==> src/rtl/xgmm.sv <==
`default_nettype none
// ============================================================================
//  Module   : xgmm
//  Purpose  : Graphics memory manager. Drains the pattern and attribute
//             upload FIFOs into their RAMs in fixed-length bursts while
//             giving renderer reads absolute priority on each RAM port.
//  Options  : XGMM_STALL_STAT_EN adds per-channel burst stall counters.
//  Revision : 1.0  initial release
// ============================================================================
module xgmm #(
    parameter int P_BURST = 16,
    parameter int A_BURST = 4
) (
    input  logic        clk_sys,
    input  logic        rst,
    input  logic        p_full,
    input  logic        a_full,
    input  logic [15:0] p_data,
    input  logic [15:0] a_data,
    input  logic [11:0] par,
    input  logic [12:0] aar,
    output logic        p_pop,
    output logic        a_pop,
    input  logic        pr_req,
    input  logic [15:0] pr_addr,
    output logic [15:0] pr_data,
    output logic        pr_valid,
    input  logic        ar_req,
    input  logic [12:0] ar_addr,
    output logic [15:0] ar_data,
    output logic        ar_valid,
    output logic [15:0] pm_addr,
    output logic        pm_wren,
    output logic [15:0] pm_wdata,
    input  logic [15:0] pm_rdata,
    output logic [12:0] am_addr,
    output logic        am_wren,
    output logic [15:0] am_wdata,
    input  logic [15:0] am_rdata
`ifdef XGMM_STALL_STAT_EN
    ,
    output logic [15:0] p_stall_cnt,
    output logic [15:0] a_stall_cnt
`endif
);

    localparam int c_PIW = $clog2(P_BURST);
    localparam int c_AIW = $clog2(A_BURST);
    localparam logic [c_PIW-1:0] c_P_LAST = c_PIW'(P_BURST - 1);
    localparam logic [c_AIW-1:0] c_A_LAST = c_AIW'(A_BURST - 1);

    typedef enum logic [0:0] {
        S_IDLE  = 1'b0,
        S_BURST = 1'b1
    } state_t;

    // ---------------- pattern channel ----------------
    state_t              p_state_q, p_state_d;
    logic [15-c_PIW:0]   p_base_q,  p_base_d;
    logic [c_PIW-1:0]    p_idx_q,   p_idx_d;
    logic                p_rd_pend_q;
    logic                p_wr;

    // Pattern burst sequencing: start when full and the renderer is idle,
    // write one word per cycle the renderer leaves the port free.
    always_comb begin
        p_state_d = p_state_q;
        p_base_d  = p_base_q;
        p_idx_d   = p_idx_q;
        p_wr      = 1'b0;
        case (p_state_q)
            S_IDLE: begin
                if (p_full && !pr_req) begin
                    p_state_d = S_BURST;
                    p_base_d  = par[15-c_PIW:0];
                    p_idx_d   = '0;
                end
            end
            S_BURST: begin
                if (!pr_req) begin
                    p_wr    = 1'b1;
                    p_idx_d = p_idx_q + 1'b1;
                    if (p_idx_q == c_P_LAST) begin
                        p_state_d = S_IDLE;
                    end
                end
            end
            default: p_state_d = S_IDLE;
        endcase
    end

    // Pattern channel state registers.
    always_ff @(posedge clk_sys or posedge rst) begin
        if (rst) begin
            p_state_q   <= S_IDLE;
            p_base_q    <= '0;
            p_idx_q     <= '0;
            p_rd_pend_q <= 1'b0;
        end else begin
            p_state_q   <= p_state_d;
            p_base_q    <= p_base_d;
            p_idx_q     <= p_idx_d;
            p_rd_pend_q <= pr_req;
        end
    end

    // Pattern address is a plain concatenation; the renderer owns the port
    // whenever no write is happening.
    assign p_pop    = p_wr;
    assign pm_wren  = p_wr;
    assign pm_wdata = p_data;
    assign pm_addr  = p_wr ? {p_base_q, p_idx_q} : pr_addr;
    assign pr_valid = p_rd_pend_q;
    assign pr_data  = pm_rdata;

    // ---------------- attribute channel ----------------
    state_t              a_state_q, a_state_d;
    logic [12:0]         a_base_q,  a_base_d;
    logic [c_AIW-1:0]    a_idx_q,   a_idx_d;
    logic                a_rd_pend_q;
    logic                a_wr;

    // Attribute burst sequencing, same shape as the pattern channel.
    always_comb begin
        a_state_d = a_state_q;
        a_base_d  = a_base_q;
        a_idx_d   = a_idx_q;
        a_wr      = 1'b0;
        case (a_state_q)
            S_IDLE: begin
                if (a_full && !ar_req) begin
                    a_state_d = S_BURST;
                    a_base_d  = aar;
                    a_idx_d   = '0;
                end
            end
            S_BURST: begin
                if (!ar_req) begin
                    a_wr    = 1'b1;
                    a_idx_d = a_idx_q + 1'b1;
                    if (a_idx_q == c_A_LAST) begin
                        a_state_d = S_IDLE;
                    end
                end
            end
            default: a_state_d = S_IDLE;
        endcase
    end

    // Attribute channel state registers.
    always_ff @(posedge clk_sys or posedge rst) begin
        if (rst) begin
            a_state_q   <= S_IDLE;
            a_base_q    <= '0;
            a_idx_q     <= '0;
            a_rd_pend_q <= 1'b0;
        end else begin
            a_state_q   <= a_state_d;
            a_base_q    <= a_base_d;
            a_idx_q     <= a_idx_d;
            a_rd_pend_q <= ar_req;
        end
    end

    // Attribute address is base plus index, wrapping at 13 bits.
    assign a_pop    = a_wr;
    assign am_wren  = a_wr;
    assign am_wdata = a_data;
    assign am_addr  = a_wr ? (a_base_q + 13'(a_idx_q)) : ar_addr;
    assign ar_valid = a_rd_pend_q;
    assign ar_data  = am_rdata;

`ifdef XGMM_STALL_STAT_EN
    logic [15:0] p_stall_q;
    logic [15:0] a_stall_q;

    // Saturating counts of burst cycles lost to renderer reads.
    always_ff @(posedge clk_sys or posedge rst) begin
        if (rst) begin
            p_stall_q <= '0;
            a_stall_q <= '0;
        end else begin
            if (p_state_q == S_IDLE && p_state_d == S_BURST) begin
                p_stall_q <= '0;
            end else if (p_state_q == S_BURST && pr_req && p_stall_q != 16'hFFFF) begin
                p_stall_q <= p_stall_q + 1'b1;
            end
            if (a_state_q == S_IDLE && a_state_d == S_BURST) begin
                a_stall_q <= '0;
            end else if (a_state_q == S_BURST && ar_req && a_stall_q != 16'hFFFF) begin
                a_stall_q <= a_stall_q + 1'b1;
            end
        end
    end

    assign p_stall_cnt = p_stall_q;
    assign a_stall_cnt = a_stall_q;
`endif

endmodule
`default_nettype wire

==> config.mk <==
export PLATFORM = sky130hd
export DESIGN_NAME = xgmm
export DESIGN_NICKNAME = d
export VERILOG_FILES = /design/src/rtl/xgmm.sv
export SDC_FILE = /design/constraint.sdc
export NUM_CORES = 1
export LEC_CHECK = 0
export CORE_MARGIN = 5
export CORE_UTILIZATION = 32
export CTS_CLUSTER_DIAMETER = 50
export CTS_CLUSTER_SIZE = 8
export DETAILED_ROUTE_END_ITERATION = 10
export PLACE_DENSITY = 0.8
export SLEW_MARGIN = 20
export SYNTH_ARGS = -nofsm -noshare
export SYNTH_HDL_FRONTEND = slang
export SYNTH_SLANG_ARGS = --single-unit
export TNS_END_PERCENT = 5
==> constraint.sdc <==
create_clock -name clk_sys -period 2.6 [get_ports clk_sys]
set_input_delay 0.39 -clock clk_sys [delete_from_list [all_inputs] [get_ports clk_sys]]
set_output_delay 0.39 -clock clk_sys [all_outputs]
set_load 0.02 [all_outputs]
==> results of run 1 <==
[cell type report]
class	instances	area (um2)
fillers	744	4417
repair buffers	108	1022
multi-input cells	159	1075
well taps	102	127.6
flip-flops and latches	35	875.8
inverters	8	30.03
clock buffers	8	100.1
[power by group through the flow]
stage / Clock (mW) / Combinational, mW / Sequential [mW]
2_1_floorplan: 0 / 1.14 / 0.999
3_3_place_gp: 0 / 1.64 / 1.05
3_5_place_dp: 0 / 1.68 / 1.06
4_1_cts: 0.455 / 1.64 / 1.06
5_1_grt: 0.480 / 1.81 / 1.10
6_report: 0.431 / 1.64 / 1.05
[synth_stat cells (2+ instances only)]
master	n
dfrtp_1	35
nand2_1	72
nand2b_1	2
xor2_1	2
a22o_1	3
ha_1	4
nor2_1	3
nand3_1	2
buf_2	4
nor3b_4	2
buf_4	69
a21oi_1	3
mux2_2	22
o21ai_2	3
inv_1	7
nor3_1	2
o21ai_0	12
xnor2_1	9
o21ai_1	3
nor4_2	3
nand4_1	2
[critical path, stage by stage (launching register included)]
cell and delay (ps):
dfrtp_1 370, buf_4 140, ha_1 270, a21oi_1 60, buf_4 150, nor3_1 230
xnor2_1 90, o21ai_1 110, dlygate4sd2_1 340
[metrics by stage]
stage	setup WS [ps]	utilization	area (um2)	hold slack [ps]	TNS, ps
6_report	152.2	0.4224	3231	500.5	0
5_1_grt	-4.017	0.4224	3231	527.7	-4.017
4_1_cts	-108.4	0.4210	3219	500.4	-166.5
3_5_place_dp	-202.5	0.4084	3123	484.3	-726.0
3_3_place_gp	-122.2	0.4084	3123	479.6	-344.6
2_1_floorplan	306.6	-	2482	421.4	0
[how the worst min path moves through the flow]
stage	end	slack, ps
after detailed placement	a_base_q[0]	480
after CTS	a_base_q[0]	500
final	a_base_q[0]	500
after global placement	a_base_q[0]	480
after floorplan	ar_valid	420
after global routing	p_base_q[9]	530
[registers in the layout, indices dropped and copies added, names as in the netlist]
register   count
a_base_q      13
a_idx_q        2
a_state_q      1
ar_valid       1
p_base_q      12
p_idx_q        4
p_state_q      1
pr_valid       1
[per-layer routing]
metal / up-vias / share of wire
met5: - / 0.0071
met4: 2 / 0.034
met3: 30 / 0.15
met2: 139 / 0.45
met1: 875 / 0.36
li1: 912 / -
[repair_timing]
| action | 4_1_cts | 5_1_grt |
|---|---|---|
| endpoints found under the setup margin | 12 | 8 |
| setup buffers | 0 | 1 |
| resized for setup | 23 | 20 |
| pin swaps | 0 | 1 |
| hold buffers | 0 | 0 |
[kinds of logic after synthesis]
logic type / synth area share
XOR/XNOR: 0.03881
AND/OR/NAND/NOR: 0.1794
adder cells (fa/ha/maj): 0.02823
buffers and inverters: 0.2288
AO/OA/AOI/OAI: 0.06351
flip-flops: 0.3528
multiplexers: 0.1084
==> impl_metrics.tcl, run 1 <==
set metrics [dict create \
    grt_pass1_wl_um 9949 \
    relSlewSlack 0.6966 \
    h-tree-depth 2 \
    worst_pin_slew_ps 455.1 \
    cp-start-kind "flip-flop" \
    core_um2 7647 \
    period_needed_ps 2448 \
    drive_gt1_frac 0.2044 \
    synth.top_cell.area_share 0.3528 \
    cts_buffer_depth 2 \
    avgRoutedWirePerCell_um 14.86 \
    path_class "reg -> out" \
    cts_made_buffers 5 \
    drtPass1Iterations 4 \
    p_clk_frac 0.138 \
    nets 446 \
    grt_util_met2 0.2005 \
    gp_congestion 0.7846 \
    synth_seq_cells 35 \
    first_iter_violations 33 \
    synth_edf_count 0 \
    post-route-period-util 0.9414 \
    root_buffer "clkbuf_8" \
    status "complete, no violations" \
    syn_area_um2 2482 \
    p_switching_mw 1.235 \
    p_int_mw 1.889 \
    r2r-end "p_base_q[1]" \
    cts.sinks 35 \
    maxSlewViolCount 0 \
    crit_start "a_idx_q[1]" \
    vias 1958 \
    first_global_vias 2064 \
    antenna_found_initial 0 \
    timing.fmax_mhz 408.5 \
    power_leakage_nw 1.420 \
    grt-ovfl-total 0 \
    min_path_type "reg -> reg" \
    ir_drop_v 0.0003905 \
    dieArea_um2 9619 \
    arrival_ps 2060 \
    regToRegSetupSlack_ps 1240 \
    port_buffers 94 \
    async_flop_share 1.000 \
    worstSetupEndpoint "am_addr[7]" \
    drc_errors 0 \
    grt_max_degree 36 \
    ys_types 32 \
    clkLatencyLatePin_ps 280 \
    layout_commonest_cell "clkdlybuf4s50_1" \
    groute.usage.overall 0.1271 \
    fin_cells 420 \
    ys_seq_area_frac 0.3528 \
    layout_common_cells "clkdlybuf4s50_1, nand2_1, dfrtp_1" \
    antennaDiodeCount 0 \
    yosys_warnings 0 \
    rr_worst_depth 3 \
    avgSynthCellArea_um2 9.027 \
    required_ps 2210 \
    skew_ps 4.838 \
    row_count 32 \
    synth_nets 404 \
    synthCells 275 \
    ios 223 \
    crit_path_end_kind "output port" \
    totalPowerFinal_mw 3.124 \
    top_usage_layer "met2" \
    drv_cap 0 \
    finalHoldViolCount 0 \
    area_delta_synth_final_pct 30.14 \
    reg2reg_from "p_state_q" \
    avgViaCountPerCell 4.662 \
    combPwrFrac 0.525 \
    p_per_area_nw_per_um2 967.1 \
    grt_use_met3 0.08143 \
    initial_utilization 0.3246 \
    switching_share 0.3954 \
    synth_flop_cell "dfrtp_1" \
    dp_hpwl_um 4929 \
    cts_tree "yes" \
    dp_cells 411 \
    crit_fanout 5 \
    yosysTopAreaCell "dfrtp_1" \
    yosys-top-cells-area "dfrtp_1, buf_4, nand2_1" \
    clk_pin_slew_ps 60 \
    die_x_um 98.08 \
    hold_depth 1 \
    setup_viol 0 \
    wl_um 6240 \
    ant_nets 0 \
    p_seq_frac 0.337 \
    die_h_um 98.08 \
    grtUsageMet1 0.1286 \
    min_from "a_base_q[0]" \
]
(Power assumes the default switching activity.)
==> run 2, diff against run 1 <==
--- a/config.mk
+++ b/config.mk
@@ -5,6 +5,7 @@
 export SDC_FILE = /design/constraint.sdc
 export NUM_CORES = 1
 export LEC_CHECK = 0
+export CORE_ASPECT_RATIO = 0.7
 export CORE_MARGIN = 5
 export CORE_UTILIZATION = 32
 export CTS_CLUSTER_DIAMETER = 50
==> constraint.sdc (replaced) <==
create_clock -name clk_sys -period 2.6 [get_ports clk_sys]
set_input_delay 0.39 -clock clk_sys [delete_from_list [all_inputs] [get_ports clk_sys]]
set_output_delay 0.39 -clock clk_sys [all_outputs]
set_load 0.005 [all_outputs]
==> impl_metrics.tcl, run 2 (synthesis results as in run 1) <==
set metrics [dict create \
    hold_buffers 0 \
    totalPowerFinal_mw 2.874 \
    drc_errors 0 \
    worst_pin_slew_ps 465.9 \
    antennaDiodeCount 0 \
    period_needed_ps 2613 \
    layout_common_cells "clkdlybuf4s50_1, nand2_1, dfrtp_1" \
    fillCellCount 736 \
    finalHoldViolCount 0 \
    antenna_found_initial 0 \
    top_register "a_base_q" \
    drv_cap 0 \
    wl_um 6017 \
    timing.fmax_mhz 382.7 \
    grt_pass1_wl_um 10220 \
    grt_max_degree 36 \
    path_class "reg -> out" \
    nets 443 \
    route.met2.wl_um 2595 \
    cp-start-kind "flip-flop" \
    avgRoutedWirePerCell_um 14.57 \
    area_delta_synth_final_pct 30.04 \
    post-place-ws_ps -35.97 \
    setup_viol 2 \
    ios 223 \
    drive_gt1_frac 0.1714 \
    largest_reg_flops 13 \
    skew_ps 4.724 \
    clkLatencyLatePin_ps 280 \
    first_global_vias 2100 \
    cts_tree "yes" \
    status "complete, but fails checks" \
    wl_met3_um 622 \
    rsz0062_at_grt "true" \
    avgViaCountPerCell 4.625 \
    vias 1910 \
    maxSlewViolCount 0 \
    root_buffer "clkbuf_8" \
    crit_path_end_kind "output port" \
    grt-ovfl-total 0 \
    ant_nets 0 \
    arrival_ps 2220 \
    critPathBufInv 3 \
    wl_met1_um 2604 \
    layout_commonest_cell "clkdlybuf4s50_1" \
    finalWorstSetupSlack_ps -13.17 \
    crit_slowest_cell "dfrtp_1" \
    core_um2 7417 \
    first_iter_violations 49 \
    port_buffers 94 \
    die_h_um 83.69 \
    die_x_um 115.3 \
    dieArea_um2 9647 \
    post-route-period-util 1.005 \
    row_count 26 \
    ir_drop_v 0.0003021 \
    failed_checks "negative setup slack" \
    largestRegisters "a_base_q (13), p_base_q (12), p_idx_q (4)" \
    gp_congestion 0.7725 \
    relSlewSlack 0.6894 \
    p_per_area_nw_per_um2 890.3 \
    clk_pin_slew_ps 70 \
    worstPathCellList "ha_1 > inv_1 > fa_2 > nand3b_4 > buf_4 > nor3_2 > xnor2_1 > o21ai_1 > dlygate4sd2_1" \
    h-tree-depth 2 \
    path_delay_family "adder cells" \
    min_path_type "in -> async" \
    drtPass1Iterations 4 \
    crit_fanout 4 \
    cts_made_buffers 5 \
    cts_buffer_depth 2 \
    max_stage_delay_ps 350 \
    power_leakage_nw 1.428 \
    cts.sinks 35 \
    dp_hpwl_um 4749 \
    required_ps 2210 \
    routed.top_layer "met4" \
    initial_utilization 0.3347 \
    groute.usage.overall 0.1306 \
]
## run 2: final timing paths
kind	slack (ps)	depth (start not counted)	endpoint	from
worst max-delay path	-10	9	am_addr[10]	a_base_q[0]
worst min-delay path	510	3	a_base_q[4]	rst
worst max register to register	1120	5	p_idx_q[3]	p_state_q
worst min register to register	510	1	a_base_q[0]	a_base_q[0]
max in group asynchronous	1760	3	pr_valid	rst
min in group clk_sys	510	1	a_base_q[0]	a_base_q[0]
## run 2: layout make-up
type,count,area [um2],area share
Timing Repair Buffer,105,1035,0.3205
Inverter,8,30.03,0.009302
Multi-Input combinational cell,159,1084,0.3357
Clock inverter,1,5.005,0.001550
Tap cell,98,122.6,0.03798
Clock buffer,7,76.32,0.02364
Sequential cell,35,875.8,0.2713
## run 2: power by group
part | total [mW] | switching, mW | internal [mW]
combinational | 1.43 | 0.585 | 0.849
clock | 0.377 | 0.189 | 0.188
sequential | 1.06 | 0.261 | 0.803
total | 2.87 | 1.03 | 1.84
## run 2: metal layers
layer  global-route usage  up-vias
met5                    0        -
met4              0.05330        0
met3              0.06884       28
met2               0.1928       86
met1               0.1584      888
li1                     -      908
## run 2: repair_timing
action,4_1_cts,5_1_grt
pin swaps,2,0
endpoints found under the setup margin,8,23
endpoints found under the hold margin,0,0
setup buffers,0,2
resized for setup,9,8
## run 2: metrics by stage
step	hold WS [ps]	instance area [um2]	cells	util	setup TNS, ps
floorplan	421.4	2482	275	-	0
global placement	475.0	3088	403	0.4163	0
detailed placement	496.3	3088	403	0.4163	-46.47
CTS	513.9	3204	411	0.4320	-382.0
global route	532.3	3228	413	0.4352	-959.0
finish	506.0	3228	413	0.4352	-15.02
## run 2: worst min-delay path, cell delays in order
cell	delay, ps
clkdlybuf4s50_1	390
inv_1	50
buf_4	390
